## src/rtl/lcd1602_arbiter.sv

```systemverilog
// lcd1602_arbiter
// Write-only bus controller and two-port round-robin arbiter for an
// HD44780-compatible 16x2 character LCD. One command/data byte is latched
// per grant, then driven through a full write cycle: setup, E pulse, hold,
// and an execution wait sized by the command. Completion is acked to the
// winning requester.
//
// Optional feature macro: LCD_INIT_EN
//   Defined   : after reset a power-up delay runs, then the init sequence
//               0x38, 0x0C, 0x06, 0x01 is written before ready rises.
//   Undefined : ready rises on the first clock edge after reset release.
//
// Ports
//   clk      system clock
//   reset    asynchronous, active-low reset
//   req      per-requester transfer request (bit i = requester i)
//   req_rs   per-requester RS (0 = command, 1 = data)
//   req_dat  per-requester byte, requester i in [8i+7:8i]
//   ack      one-cycle completion pulse, bit per requester
//   ready    init complete, requests accepted
//   busy     high whenever the engine is not idle
//   lcd_rs   LCD register select
//   lcd_rw   LCD read/write, always 0
//   lcd_en   LCD enable strobe
//   lcd_dat  LCD data bus
//
// Handshake: a requester raises req[i] with stable req_rs/req_dat and holds
// them until it sees ack[i]; it drops req[i] on the following cycle. A
// request still high in an idle cycle starts a new transfer.
module lcd1602_arbiter #(
    parameter int SETUP_CYCLES = 4,
    parameter int EN_CYCLES    = 12,
    parameter int HOLD_CYCLES  = 4,
    parameter int CMD_WAIT     = 2000,
    parameter int CLEAR_WAIT   = 82000,
    parameter int POWERUP_WAIT = 750000,
    parameter int CNT_W        = 20
) (
    input  logic        clk,
    input  logic        reset,
    input  logic [1:0]  req,
    input  logic [1:0]  req_rs,
    input  logic [15:0] req_dat,
    output logic [1:0]  ack,
    output logic        ready,
    output logic        busy,
    output logic        lcd_rs,
    output logic        lcd_rw,
    output logic        lcd_en,
    output logic [7:0]  lcd_dat
);

    localparam logic [2:0] S_IDLE  = 3'd0;
    localparam logic [2:0] S_SETUP = 3'd1;
    localparam logic [2:0] S_PULSE = 3'd2;
    localparam logic [2:0] S_HOLD  = 3'd3;
    localparam logic [2:0] S_WAIT  = 3'd4;
`ifdef LCD_INIT_EN
    localparam logic [2:0] S_PWRUP = 3'd5;
    localparam logic [2:0] S_INIT  = 3'd6;
`endif

    // Timer is loaded with N-1 on state entry and the state ends when it hits 0.
    localparam logic [CNT_W-1:0] SETUP_LOAD = CNT_W'(SETUP_CYCLES - 1);
    localparam logic [CNT_W-1:0] EN_LOAD    = CNT_W'(EN_CYCLES - 1);
    localparam logic [CNT_W-1:0] HOLD_LOAD  = CNT_W'(HOLD_CYCLES - 1);
    localparam logic [CNT_W-1:0] CMD_LOAD   = CNT_W'(CMD_WAIT - 1);
    localparam logic [CNT_W-1:0] CLEAR_LOAD = CNT_W'(CLEAR_WAIT - 1);
`ifdef LCD_INIT_EN
    localparam logic [CNT_W-1:0] PWRUP_LOAD = CNT_W'(POWERUP_WAIT - 1);
`endif

    localparam int MAX_A   = (SETUP_CYCLES > EN_CYCLES) ? SETUP_CYCLES : EN_CYCLES;
    localparam int MAX_B   = (HOLD_CYCLES > CMD_WAIT) ? HOLD_CYCLES : CMD_WAIT;
    localparam int MAX_C   = (CLEAR_WAIT > POWERUP_WAIT) ? CLEAR_WAIT : POWERUP_WAIT;
    localparam int MAX_AB  = (MAX_A > MAX_B) ? MAX_A : MAX_B;
    localparam int MAX_CYC = (MAX_AB > MAX_C) ? MAX_AB : MAX_C;
    localparam longint TIMER_SPAN = longint'(1) << CNT_W;

    if (longint'(MAX_CYC) > TIMER_SPAN) begin : g_bad_cnt_w
        $error("CNT_W too narrow for the largest cycle parameter");
    end

    logic [2:0]       state;
    logic [CNT_W-1:0] timer;
    logic             rr_pref;   // port favoured on the next tie
    logic             owner;     // port being served
    logic             ready_q;
    logic             rs_q;
    logic [7:0]       dat_q;
    logic             user_xfer; // current transfer belongs to a requester

`ifdef LCD_INIT_EN
    logic       user_q;
    logic [1:0] init_idx;
    logic [7:0] init_cmd;

    always_comb begin
        init_cmd = 8'h38;
        case (init_idx)
            2'd0:    init_cmd = 8'h38;
            2'd1:    init_cmd = 8'h0C;
            2'd2:    init_cmd = 8'h06;
            default: init_cmd = 8'h01;
        endcase
    end

    assign user_xfer = user_q;
`else
    assign user_xfer = 1'b1;
`endif

    logic             timer_zero;
    logic             any_req;
    logic             gnt;
    logic             is_clear;
    logic [CNT_W-1:0] wait_load;

    assign timer_zero = (timer == '0);
    assign any_req    = ready_q && (req != 2'b00);
    // On a tie the favoured port wins; otherwise the single requester wins.
    assign gnt        = (req == 2'b11) ? rr_pref : req[1];
    // Clear display / return home need the long execution time.
    assign is_clear   = !rs_q && (dat_q == 8'h01 || dat_q == 8'h02 || dat_q == 8'h03);
    assign wait_load  = is_clear ? CLEAR_LOAD : CMD_LOAD;

    assign busy    = (state != S_IDLE);
    assign lcd_en  = (state == S_PULSE);
    assign lcd_rw  = 1'b0;
    assign lcd_rs  = rs_q;
    assign lcd_dat = dat_q;
    assign ready   = ready_q;
    assign ack     = (state == S_WAIT && timer_zero && user_xfer)
                   ? (owner ? 2'b10 : 2'b01) : 2'b00;

    always_ff @(posedge clk or negedge reset) begin
        if (!reset) begin
            state   <= S_IDLE;
            timer   <= '0;
            rr_pref <= 1'b0;
            owner   <= 1'b0;
            ready_q <= 1'b0;
            rs_q    <= 1'b0;
            dat_q   <= 8'h00;
`ifdef LCD_INIT_EN
            user_q   <= 1'b0;
            init_idx <= 2'd0;
`endif
        end else begin
            case (state)
                S_IDLE: begin
`ifdef LCD_INIT_EN
                    // ready is only low in idle straight after reset.
                    if (!ready_q) begin
                        state <= S_PWRUP;
                        timer <= PWRUP_LOAD;
                    end
`else
                    ready_q <= 1'b1;
`endif
                    if (any_req) begin
                        owner   <= gnt;
                        rr_pref <= ~gnt;
                        rs_q    <= gnt ? req_rs[1] : req_rs[0];
                        dat_q   <= gnt ? req_dat[15:8] : req_dat[7:0];
                        state   <= S_SETUP;
                        timer   <= SETUP_LOAD;
`ifdef LCD_INIT_EN
                        user_q  <= 1'b1;
`endif
                    end
                end
                S_SETUP: begin
                    if (timer_zero) begin
                        state <= S_PULSE;
                        timer <= EN_LOAD;
                    end else begin
                        timer <= timer - 1'b1;
                    end
                end
                S_PULSE: begin
                    if (timer_zero) begin
                        state <= S_HOLD;
                        timer <= HOLD_LOAD;
                    end else begin
                        timer <= timer - 1'b1;
                    end
                end
                S_HOLD: begin
                    if (timer_zero) begin
                        state <= S_WAIT;
                        timer <= wait_load;
                    end else begin
                        timer <= timer - 1'b1;
                    end
                end
                S_WAIT: begin
                    if (timer_zero) begin
`ifdef LCD_INIT_EN
                        if (!user_q) begin
                            if (init_idx == 2'd3) begin
                                state   <= S_IDLE;
                                ready_q <= 1'b1;
                            end else begin
                                state    <= S_INIT;
                                init_idx <= init_idx + 2'd1;
                            end
                        end else begin
                            state <= S_IDLE;
                        end
`else
                        state <= S_IDLE;
`endif
                    end else begin
                        timer <= timer - 1'b1;
                    end
                end
`ifdef LCD_INIT_EN
                S_PWRUP: begin
                    if (timer_zero) begin
                        state <= S_INIT;
                    end else begin
                        timer <= timer - 1'b1;
                    end
                end
                S_INIT: begin
                    rs_q   <= 1'b0;
                    dat_q  <= init_cmd;
                    user_q <= 1'b0;
                    state  <= S_SETUP;
                    timer  <= SETUP_LOAD;
                end
`endif
                default: state <= S_IDLE;
            endcase
        end
    end

endmodule

```

## config.mk

```make
export PLATFORM = sky130hd
export DESIGN_NAME = lcd1602_arbiter
export DESIGN_NICKNAME = d
export VERILOG_FILES = /design/src/rtl/lcd1602_arbiter.sv
export SDC_FILE = /design/constraint.sdc
export NUM_CORES = 1
export LEC_CHECK = 0
export ABC_AREA = 1
export CORE_UTILIZATION = 50
export CTS_BUF_LIST = sky130_fd_sc_hd__clkbuf_4 sky130_fd_sc_hd__clkbuf_8
export DETAILED_ROUTE_END_ITERATION = 12
export PLACE_DENSITY = 0.75
export SLEW_MARGIN = 25
export SYNTH_ARGS = -nofsm -noshare
export SYNTH_HDL_FRONTEND = slang
export SYNTH_SLANG_ARGS = --single-unit
```

## constraint.sdc

```tcl
create_clock -name clk -period 2.3 [get_ports clk]
set_clock_uncertainty 0.1 [all_clocks]
set_input_delay 0.46 -clock clk [delete_from_list [all_inputs] [get_ports clk]]
set_output_delay 0.46 -clock clk [all_outputs]
set_load 0.1 [all_outputs]
```

==> flow_summary.ini <==
[outcome]
status = finished, final reports clean

[power]
p_comb_share_pct = 5.6
power.internal_w = 0.000885
pwr-share-seq_pct = 54.0
power_density_nw_per_um2 = 396
pwr-share-clk_pct = 40.4
switching_share_pct = 22.4
power.total_w = 0.00114
power.leakage_nw = 1.43
peakVddDrop_v = 0.000250
switchingPower_w = 0.000255

[yosys]
synthDistinctLibCells = 35
syn_nets = 347
synth.avg_cell_area_um2 = 7.17
ys_seq_area_share_pct = 37.8
yosysWarnings = 0
yosys_register_bits = 35
synth_edf_count = 0
synth_ff_type = dfrtp_1
async_flop_share_pct = 100
synthCells = 323
syn_area_um2 = 2320

[cts]
clk_pin_slew_worst_paths_ns = 0.07
numCtsBuffers = 5
cts.sinks = 35
cts_tree = yes
clk_path_buf_depth = 2
holdBufCountCts = 0
h-tree-depth = 2
clkLatencyLatePin_ns = 0.29
root_buffer = clkbuf_8

[drt]
drt-vias-per-instance = 5.05
routedWlPerCell_um = 12.5
ant_nets = 0
drtIter0Drc = 128
wirelength_mm = 5.23
drc = 0
dr.pass1.iters = 4
via_count = 2112

[layout]
finalNonFillerCells = 418
antennaDiodeCount = 0
fillers = 391
area_delta_synth_final_pct = 24.1
layout-drive-gt1-share_pct = 20.8
finalNetCount = 389
final_common_cell = nand2_1
final_cell_mix = nand2_1, nor2_1, dfrtp_1
design_area_um2 = 2880

[flow_run]
max-cap-violations = 0

[timing]
hold_slack_ns = 0.146
finalHoldViolCount = 0
max-slew-margin-rel_pct = 47.3
rsz0062_at_grt = no
worstMarginPinSlew_ns = 0.791
maxSlewViolCount = 0
post-route-period-util_pct = 95.6
period_minus_slack_ns = 2.20
fmax_mhz = 455
setup_viol = 0
fin_tns_setup_ns = 0

[grt]
grt_usage_pct = 23.1
grt_start_max_net_pins = 36
grt_pass1_wl_mm = 9.14
antenna_found_initial = 0
grt_pass1_vias = 2062
grt_overflow_total = 0

[critical_path]
cpMostUsedCell = nor2_4
start_kind = flip-flop
cp_max_fo = 6
r2r_slack_ns = 0.44
crit_required_ns = 1.74
slowest_stage = dfrtp_1
crit_chain = nor2_4 > nand2_2 > nor2_8 > nand4_4 > nor2_4 > buf_12
cp-startpoint = timer[12]$_DFFE_PN0P_
crit_type = reg2out
critical_path.endpoint = ack[1]
worstReg2RegStart = timer[0]$_DFFE_PN0P_
r2r-end = timer[18]$_DFFE_PN0P_
reg2regPathDepth = 12
slowest_delay_ns = 0.45
crit_path_end_kind = primary output
cp.arrival_ns = 1.64

[floorplanning]
start_util_pct = 52.5
core_area_um2 = 4410
die_height_um = 70.1
dieArea_um2 = 4910
fp.dieW_um = 70.1
rows = 24
io_pins = 37

[placed_design]
placedCellCount = 407
gp_congestion = 0.802
io_buffers = 35
place_hpwl_mm = 3.82
dpl_cell_area_um2 = 2720

[worst_hold_path]
worst_hold_path_type = in2async
## stage by stage
step / util, % / setup slack (ns)
detailed placement: 61.6 / 0.269
finish: 65.2 / 0.101
global placement: 61.6 / 0.306
floorplan: - / -0.116
CTS: 64.0 / 0.0428
global route: 65.2 / 0.0155
## final cells by class
| class | count | area [um^2] | area share (%) |
|---|---|---|---|
| clock inverter | 1 | 5.00 | 0.174 |
| clock buffer | 7 | 83.8 | 2.91 |
| inverter | 42 | 160 | 5.57 |
| tap | 52 | 65.1 | 2.26 |
| sequential | 35 | 881 | 30.6 |
| multi-input combinational | 241 | 1280 | 44.6 |
| timing repair buffer | 40 | 398 | 13.8 |
## worst min path at each step
stage / start / end / slack (ns) / cells past startpoint
2_1_floorplan: reset / lcd_dat[0]$_DFFE_PN0P_ / 0.06 / 0
3_3_place_gp: timer[18]$_DFFE_PN0P_ / timer[18]$_DFFE_PN0P_ / 0.38 / 2
3_5_place_dp: lcd_dat[5]$_DFFE_PN0P_ / lcd_dat[5]$_DFFE_PN0P_ / 0.40 / 2
4_1_cts: reset / timer[1]$_DFFE_PN0P_ / 0.19 / 1
5_1_grt: reset / timer[1]$_DFFE_PN0P_ / 0.23 / 1
6_report: reset / timer[18]$_DFFE_PN0P_ / 0.15 / 1
## power by group through the flow
stage               clock network, W  registers [W]   logic, W
floorplan                          0       0.000627  0.0000158
global placement                   0       0.000627  0.0000648
detailed placement                 0       0.000627  0.0000657
CTS                         0.000473       0.000615  0.0000657
global route                0.000493       0.000615  0.0000709
finish                      0.000460       0.000615  0.0000639
## worst max-delay path, delay by kind of cell, from the launching register on
kind	cells	cell delay (ns)
AND/OR/NAND/NOR	5	0.73
flip-flops	1	0.45
buffers and inverters	1	0.18
## sequential cells by signal, summed over array words and instances (netlist names)
signal   count
state        3
rr_pref      1
timer       20
ready        1
owner        1
lcd_dat      8
lcd_rs       1
## layer usage
metal	GRT usage, %	share of wire, %
met1	28.9	46
met2	39.7	48
met3	4.76	4.2
met4	7.33	1.5
met5	0	0
## cells by family (layout without fill, tap and decap cells)
family,after synthesis,count (layout),synth area share [%]
and+or+nand+nor,191,191,39.4
AOI/OAI and AO/OA,39,39,9.67
xor gates and xnor gates,8,8,3.02
adders and majority gates,2,2,1.08
other,1,1,0.162
buffers and inverters,47,90,8.86
DFF,35,35,37.8
## synth_stat cells (2+ instances only)
library cell  count  share of area, %
a21oi_1           2              0.43
buf_6             3               1.5
dfrtp_1          35                38
ha_1              2               1.1
inv_1            32               5.2
inv_2             8               1.3
nand2_1         111                18
nand2_2           2              0.54
nand2_4           5               2.4
nand3_1          14               3.0
nand3b_1          2              0.65
nand4_1           3              0.81
nor2_1           37               6.0
nor2_2            3              0.81
nor2_4            8               3.9
o21ai_0          21               4.5
o21ai_1           8               1.7
o21ai_2           2              0.76
o22ai_1           3              0.81
xor2_1            7               2.6
## repair_timing
action	in CTS	in global routing
hold endpoints to repair	0	0
pin swaps	1	3
buffers inserted	1	2
endpoints found under the setup margin	2	2
gates resized for setup	3	13
(Power assumes the default switching activity.)
